File: src/rtl/cpu_pkg.sv
// Shared definitions for the 4-register CPU: sequencer state encoding,
// instruction field positions and ALU opcodes.
package cpu_pkg;

  localparam logic [2:0] IDLE  = 3'd0;
  localparam logic [2:0] FETCH = 3'd1;
  localparam logic [2:0] WAIT  = 3'd2;
  localparam logic [2:0] EXEC  = 3'd3;
  localparam logic [2:0] DONE  = 3'd4;

  typedef enum logic [2:0] {
    StIdle  = IDLE,
    StFetch = FETCH,
    StWait  = WAIT,
    StExec  = EXEC,
    StDone  = DONE
  } state_e;

  localparam int unsigned DST_HI = 7;
  localparam int unsigned DST_LO = 6;
  localparam int unsigned OP_HI  = 5;
  localparam int unsigned OP_LO  = 4;

  localparam logic [1:0] ALU_ADD = 2'd0;
  localparam logic [1:0] ALU_SUB = 2'd1;
  localparam logic [1:0] ALU_AND = 2'd2;
  localparam logic [1:0] ALU_OR  = 2'd3;

endpackage

File: src/rtl/cpu_sequencer.sv
// Multi-cycle fetch/execute controller: owns PC and IR, sequences the program
// SRAM and shares its single port with the program-load path while idle.
module cpu_sequencer
  import cpu_pkg::*;
#(
  parameter int unsigned ADDR_W   = 4,
  parameter int unsigned DATA_W   = 8,
  parameter int unsigned PROG_LEN = 16
) (
  input  logic              clk,
  input  logic              reset,
  input  logic              start,
  input  logic              halt_req,
  input  logic              load_valid,
  input  logic [ADDR_W-1:0] load_addr,
  input  logic [DATA_W-1:0] load_data,
  output logic              load_ready,
  output logic              mem_cs,
  output logic              mem_we,
  output logic [ADDR_W-1:0] mem_addr,
  output logic [DATA_W-1:0] mem_wdata,
  input  logic [DATA_W-1:0] mem_rdata,
  output logic [1:0]        alu_op,
  output logic              rf_we,
  output logic [1:0]        rf_waddr,
  output logic [ADDR_W-1:0] pc,
  output logic              busy,
  output logic              done
);

  localparam logic [ADDR_W-1:0] LastPc = ADDR_W'(PROG_LEN - 1);

  state_e            state_q, state_d;
  logic [ADDR_W-1:0] pc_q, pc_d;
  logic [DATA_W-1:0] ir_q, ir_d;
  logic              halt_pend_q, halt_pend_d;

  logic unused_ir;
  assign unused_ir = ^ir_q[OP_LO-1:0];

  always_comb begin
    state_d     = state_q;
    pc_d        = pc_q;
    ir_d        = ir_q;
    halt_pend_d = halt_pend_q;
    load_ready  = 1'b0;
    mem_cs      = 1'b0;
    mem_we      = 1'b0;
    mem_addr    = '0;
    mem_wdata   = '0;
    alu_op      = 2'b00;
    rf_we       = 1'b0;
    rf_waddr    = 2'b00;
    pc          = pc_q;
    busy        = 1'b0;
    done        = 1'b0;

    if (state_q != StIdle && halt_req) begin
      halt_pend_d = 1'b1;
    end

    unique case (state_q)
      StIdle: begin
        // Load owns the SRAM port; a coincident start must be held until load drops.
        if (load_valid) begin
          load_ready = 1'b1;
          mem_cs     = 1'b1;
          mem_we     = 1'b1;
          mem_addr   = load_addr;
          mem_wdata  = load_data;
        end else if (start) begin
          pc_d        = '0;
          halt_pend_d = 1'b0;
          state_d     = StFetch;
        end
      end
      StFetch: begin
        busy     = 1'b1;
        mem_cs   = 1'b1;
        mem_addr = pc_q;
        state_d  = StWait;
      end
      StWait: begin
        busy    = 1'b1;
        ir_d    = mem_rdata;
        state_d = StExec;
      end
      StExec: begin
        busy     = 1'b1;
        rf_we    = 1'b1;
        alu_op   = ir_q[OP_HI:OP_LO];
        rf_waddr = ir_q[DST_HI:DST_LO];
        if (pc_q == LastPc || halt_pend_q || halt_req) begin
          state_d = StDone;
        end else begin
          pc_d    = pc_q + 1'b1;
          state_d = StFetch;
        end
      end
      StDone: begin
        done    = 1'b1;
        state_d = StIdle;
      end
      default: state_d = StIdle;
    endcase

    // Reset suppresses everything immediately so an aborted EXEC never writes back.
    if (reset) begin
      load_ready = 1'b0;
      mem_cs     = 1'b0;
      mem_we     = 1'b0;
      mem_addr   = '0;
      mem_wdata  = '0;
      alu_op     = 2'b00;
      rf_we      = 1'b0;
      rf_waddr   = 2'b00;
      pc         = '0;
      busy       = 1'b0;
      done       = 1'b0;
    end
  end

  always_ff @(posedge clk) begin
    if (reset) begin
      state_q     <= StIdle;
      pc_q        <= '0;
      ir_q        <= '0;
      halt_pend_q <= 1'b0;
    end else begin
      state_q     <= state_d;
      pc_q        <= pc_d;
      ir_q        <= ir_d;
      halt_pend_q <= halt_pend_d;
    end
  end

endmodule

File: config.mk
export PLATFORM = sky130hd
export DESIGN_NAME = cpu_sequencer
export DESIGN_NICKNAME = d
export VERILOG_FILES = /design/src/rtl/cpu_pkg.sv /design/src/rtl/cpu_sequencer.sv
export SDC_FILE = /design/constraint.sdc
export NUM_CORES = 1
export LEC_CHECK = 0
export BUFFER_PORTS_ARGS = -buffer_cell sky130_fd_sc_hd__buf_2
export CORE_MARGIN = 5
export CORE_UTILIZATION = 35
export DETAILED_ROUTE_END_ITERATION = 7
export PLACE_DENSITY = 0.67
export SYNTH_ARGS = -nofsm -noshare
export SYNTH_HDL_FRONTEND = slang
export SYNTH_SLANG_ARGS = --single-unit
File: constraint.sdc
create_clock -name clk -period 3.1 [get_ports clk]
set_input_delay 0.155 -clock clk [delete_from_list [all_inputs] [get_ports clk]]
set_output_delay 0.155 -clock clk [all_outputs]
set_load 0.02 [all_outputs]
Word-level counts from Yosys, hierarchy flattened:

Index checks and enable logic that the tools add are counted.

* mux-type cells: 34
* eq/ne operators: 8
* $add $sub $neg: 1
* reduce and logical (&&, ||, !) cells: 9

Operators with widths (number)
* $mux W4: 6
* $mux W8: 3
* $pmux W4 S2: 2
* $mux W1: 14
* $pmux W3 S4: 1
* $mux W3: 3
* $mux W2: 4
* $eq A3 B2 Y1 const B: 2
* $ne A2 B2 Y1 const B: 3
* $add A4 B1 Y4 const B: 1
* $eq A4 B4 Y1 const B: 1
* $reduce_and A4 Y1: 1
* $eq A3 B1 Y1 const B: 1
* $eq A3 B3 Y1 const B: 1
* $logic_not A3 Y1: 1
* $reduce_bool A3 Y1: 1
* $reduce_or A3 Y1: 1
* $logic_or A1 B1 Y1: 2
* $pmux W1 S2: 1
* $reduce_and A2 Y1: 1
* $reduce_bool A2 Y1: 1
* $logic_and A1 B1 Y1: 1

* word-level logic and storage cells: 56
* output and inout bits: 26
* flip-flop bits (word level): 16

Depth between registers and ports, before layout:

* word-level depth: 6
* gate-level depth with buffers: 5

Least setup slack after synthesis:

OpenSTA, ideal clock, no wires.

* path type: register -> register
* from: reg pc_q[0]
* to: reg pc_q[1]
* arrival: 1.506 ns
* required time: 2.979 ns
* cell stages (with the launch flop): 6
* slack: 1.473 ns
* period minus slack after synthesis: 1.627 ns
* setup time: 0.121 ns
* buffers on the path: 0
* path through: dfxtp_1 ha_1 a311oi_4 a31oi_4 nor2_2 mux2_4

* word-level cells in the longest chain between the ends: 5
* elaborated cells on any way between the ends: 8
* those cells by class: add/sub (1); eq/ne (2); mux (2); reduce/logical (3)

Ends and longest elaborated chain
* start: declaration: RTL line cpu_sequencer.sv:34 `logic [ADDR_W-1:0] pc_q, pc_d;`
* start signal: assignment: RTL line cpu_sequencer.sv:131 `pc_q <= pc_d;`
* parallel branches: the longest is 5 deep, another holds $add A4 B1 Y4

Several ways; the timed one is not identified. The select of a mux whose other input is x is not followed.
A chain may end at the register's enable or synchronous reset.

Worst setup path after layout:

* from: reg state_q[2]
* to: out mem_wdata[0]

* word-level cells in the longest chain between the ends: 3

Ends and longest elaborated chain
* start: declaration: RTL line cpu_sequencer.sv:33 `state_e state_q, state_d;`
* start signal: assignment: RTL line cpu_sequencer.sv:125 `state_q <= StIdle;`
* start signal: assignment: RTL line cpu_sequencer.sv:130 `state_q <= state_d;`
* $logic_not A3 Y1: RTL line cpu_sequencer.sv:62 `unique case (state_q)`
* $mux W8: RTL line cpu_sequencer.sv:62
* $mux W8: RTL line cpu_sequencer.sv:108 `if (reset) begin`
* end: declaration: RTL line cpu_sequencer.sv:21 `output logic [DATA_W-1:0] mem_wdata,`

No other way between the ends.

==> out/results.tsv <==
stage	metric	value	unit
sta	final_max_slew_viol_count	0	
layout	num-fill-cells	236	
sta	timing.final.crit_share	65.0	%
worst_hold_path	min_path_type	in -> reg	
clocking	htreeDepth	1	
grt	grt_antenna_before_repair	0	
grt	grt_pass1_vias	725	
setup_path	start_kind	flip-flop	
logic_synthesis	syn-num-nets	122	
setup_path	cp.required	2.94	ns
place	dp_slack	1.33	ns
logic_synthesis	synth-xor-area-share	1.06	%
route	firstDrtPassIters	4	
route	wl_per_cell	12.1	um
layout	final_layout_size_suffix_gt1_share	41.7	%
logic_synthesis	ys_ff_latch	12	
grt	grt_remaining_overflow	0	
clocking	cts-root-buf	clkbuf_4	
power_and_ir_drop	leakagePower	0.514	nW
layout	finalCoreUtilization	48.3	%
logic_synthesis	synth_top_area_share	29.0	%
place	dp_hpwl	1590	um
grt	grt_use_met2	19.0	%
logic_synthesis	muxShareOfSynthArea	6.65	%
worst_hold_path	min_path_cells	3	
layout	multi_input_area	534	um^2
job	cap_violations	0	
die	die_w	58.6	um
grt	grtUsageMet3	2.63	%
route	wl	2020	um
clocking	clock_path_buffers	2	
die	dieArea	3440	um^2
clocking	clk_pin_slew	0.07	ns
clocking	cts_tree	built	
power_and_ir_drop	peakVddDrop	331	uV
grt	grtUsageTotal	11.2	%
setup_path	reg2reg_depth	5	
setup_path	path_class	reg -> out	
grt	grt_pass1_wl	3130	um
die	start_util	37.1	%
layout	mostFrequentLayoutCell	buf_2	
power_and_ir_drop	powerDensity	406	nW/um^2
logic_synthesis	synth_compound_area_share	16.6	%
route	drc_errors	0	
grt	grt_use_met1	13.8	%
logic_synthesis	synth.distinct_cells	37	
clocking	postCtsSetupBuffers	0	
clocking	clk_latency	0.27	ns
power_and_ir_drop	power	0.000439	W
layout	fin_nets	166	
clocking	clock_sinks	12	
die	die_h	58.6	um
sta	rsz0062_at_grt	no	
setup_path	crit_path_end_kind	output port	
logic_synthesis	yosys.area_share.simple	38.7	%
clocking	postCtsHoldBufs	0	
logic_synthesis	ys_seq_area_share	29.0	%
worst_hold_path	min_from	mem_rdata[6]	
sta	tightest_slew	0.555	ns
die	row_count	17	
layout	antenna_cells	0	
clocking	cts_buffers	3	
logic_synthesis	ys.flop_type	dfxtp_1	
setup_path	rr_endpoint	pc_q[1]	
logic_synthesis	netlist_area	828	um^2
setup_path	r2r_slack	1.32	ns
grt	grt_most_used_layer	met2	
die	top_level_ports	51	
sta	setup_viol	0	
route	postRouteAntennaNets	0	
sta	slew_headroom	63.0	%
logic_synthesis	synth_top_family_by_area	simple AND/OR/NAND/NOR gates	
setup_path	r2r-start	pc_q[0]	
route	first_iter_violations	33	
setup_path	crit_arrival	1.86	ns
layout	ff_latch_area	240	um^2
layout	area_growth	30.4	%
route	post_drt_via_cell_ratio	5.01	
setup_path	cp_max_fo	14	
sta	setup_ws	1.08	ns
route	vias	836	
sta	clock_skew	0.00315	ns
layout	final_cell_mix	46 x buf_2, 15 x nor2_1, 13 x and2_1	
logic_synthesis	synth_area_leaders	dfxtp_1 29%, and2_1 9.8%, nor2_1 6.8%, mux2i_1 4.8%, a22oi_1 3.6%	
die	core-area	2230	um^2
logic_synthesis	synth_adder_area_share	1.51	%
logic_synthesis	synth_enable_flop_cells	0	
sta	hold_viol	0	
logic_synthesis	syn_inst	96	
place	gp_congestion	0.793	
grt	grt_max_degree	21	
run_status	run_status	complete, no violations	
worst_hold_path	hold_end	ir_q[6]	
sta	fin_crit	2.02	ns
logic_synthesis	synth.yosys.warnings	0	
logic_synthesis	syn_area_per_cell	8.63	um^2
sta	timing.setup.tns	0	ns
logic_synthesis	async_reset_ff_share	0	%
logic_synthesis	yosysTopAreaCell	dfxtp_1	
place	io_buffers	46	
clocking	post_cts_resized	0	
sta	timing.fmax	496	MHz
==> Yosys cell counts (2+ instances only) <==
cell	number
nor3b_1	2
nor2b_1	4
buf_4	2
and2_1	13
nor3_1	3
a31oi_1	2
nand2_1	3
mux2i_1	4
dfxtp_1	12
a21oi_1	4
nor3_2	2
buf_6	2
or3_1	2
nor2_1	15
a22oi_1	4
==> how the worst max path moves through the flow <==
stage | from | cells after the start | endpoint | slack (ns)
after global routing | state_q[0] | 5 | mem_wdata[6] | 0.90
after detailed placement | pc_q[0] | 5 | pc_q[1] | 1.33
after CTS | state_q[0] | 4 | rf_waddr[0] | 1.06
after global placement | pc_q[0] | 5 | pc_q[1] | 1.34
final | state_q[2] | 5 | mem_wdata[0] | 1.08
after floorplan | pc_q[0] | 5 | pc_q[1] | 1.47
==> where the power goes <==
| group | internal, W | switching [W] |
|---|---|---|
| sequential | 0.000165 | 0.0000204 |
| clock | 0.0000714 | 0.0000541 |
| combinational | 0.0000563 | 0.0000721 |
==> layer usage <==
layer,vias to the layer above,share of wire [%]
li1,422,-
met1,378,43
met2,34,45
met3,2,11
met4,0,1.1
met5,-,0
==> logic make-up after synthesis <==
kind of cell             Yosys count
adder cells (fa/ha/maj)            1
XOR/XNOR                           1
flip-flops                        12
multiplexers                       5
AND/OR/NAND/NOR                   53
AO/OA/AOI/OAI                     16
buffers and inverters              8
==> through the flow <==
stage / hold WS [ns] / cell area (um^2) / instances
floorplan: 0.302 / 828 / 96
global placement: 0.394 / 1040 / 163
detailed placement: 0.405 / 1040 / 163
CTS: 0.117 / 1080 / 167
global route: 0.142 / 1080 / 167
finish: 0.115 / 1080 / 167
==> worst max-delay path: stages (launching register included) <==
cell	delay, ns
dfxtp_1	0.68
nor3_1	0.11
and2_1	0.23
and2b_1	0.24
and2_1	0.18
buf_2	0.15
==> cell type report <==
cell class | instances | area share (%)
Inverter | 1 | 0.348
Clock buffer | 4 | 3.36
Tap cell | 28 | 3.24
Sequential cell | 12 | 22.2
Multi-Input combinational cell | 76 | 49.5
Timing Repair Buffer | 46 | 21.3
==> sequential cells by signal, summed over array words and instances (netlist names) <==
signal       flops
ir_q             4
pc_q             4
state_q          3
halt_pend_q      1
(Power assumes the default switching activity.)
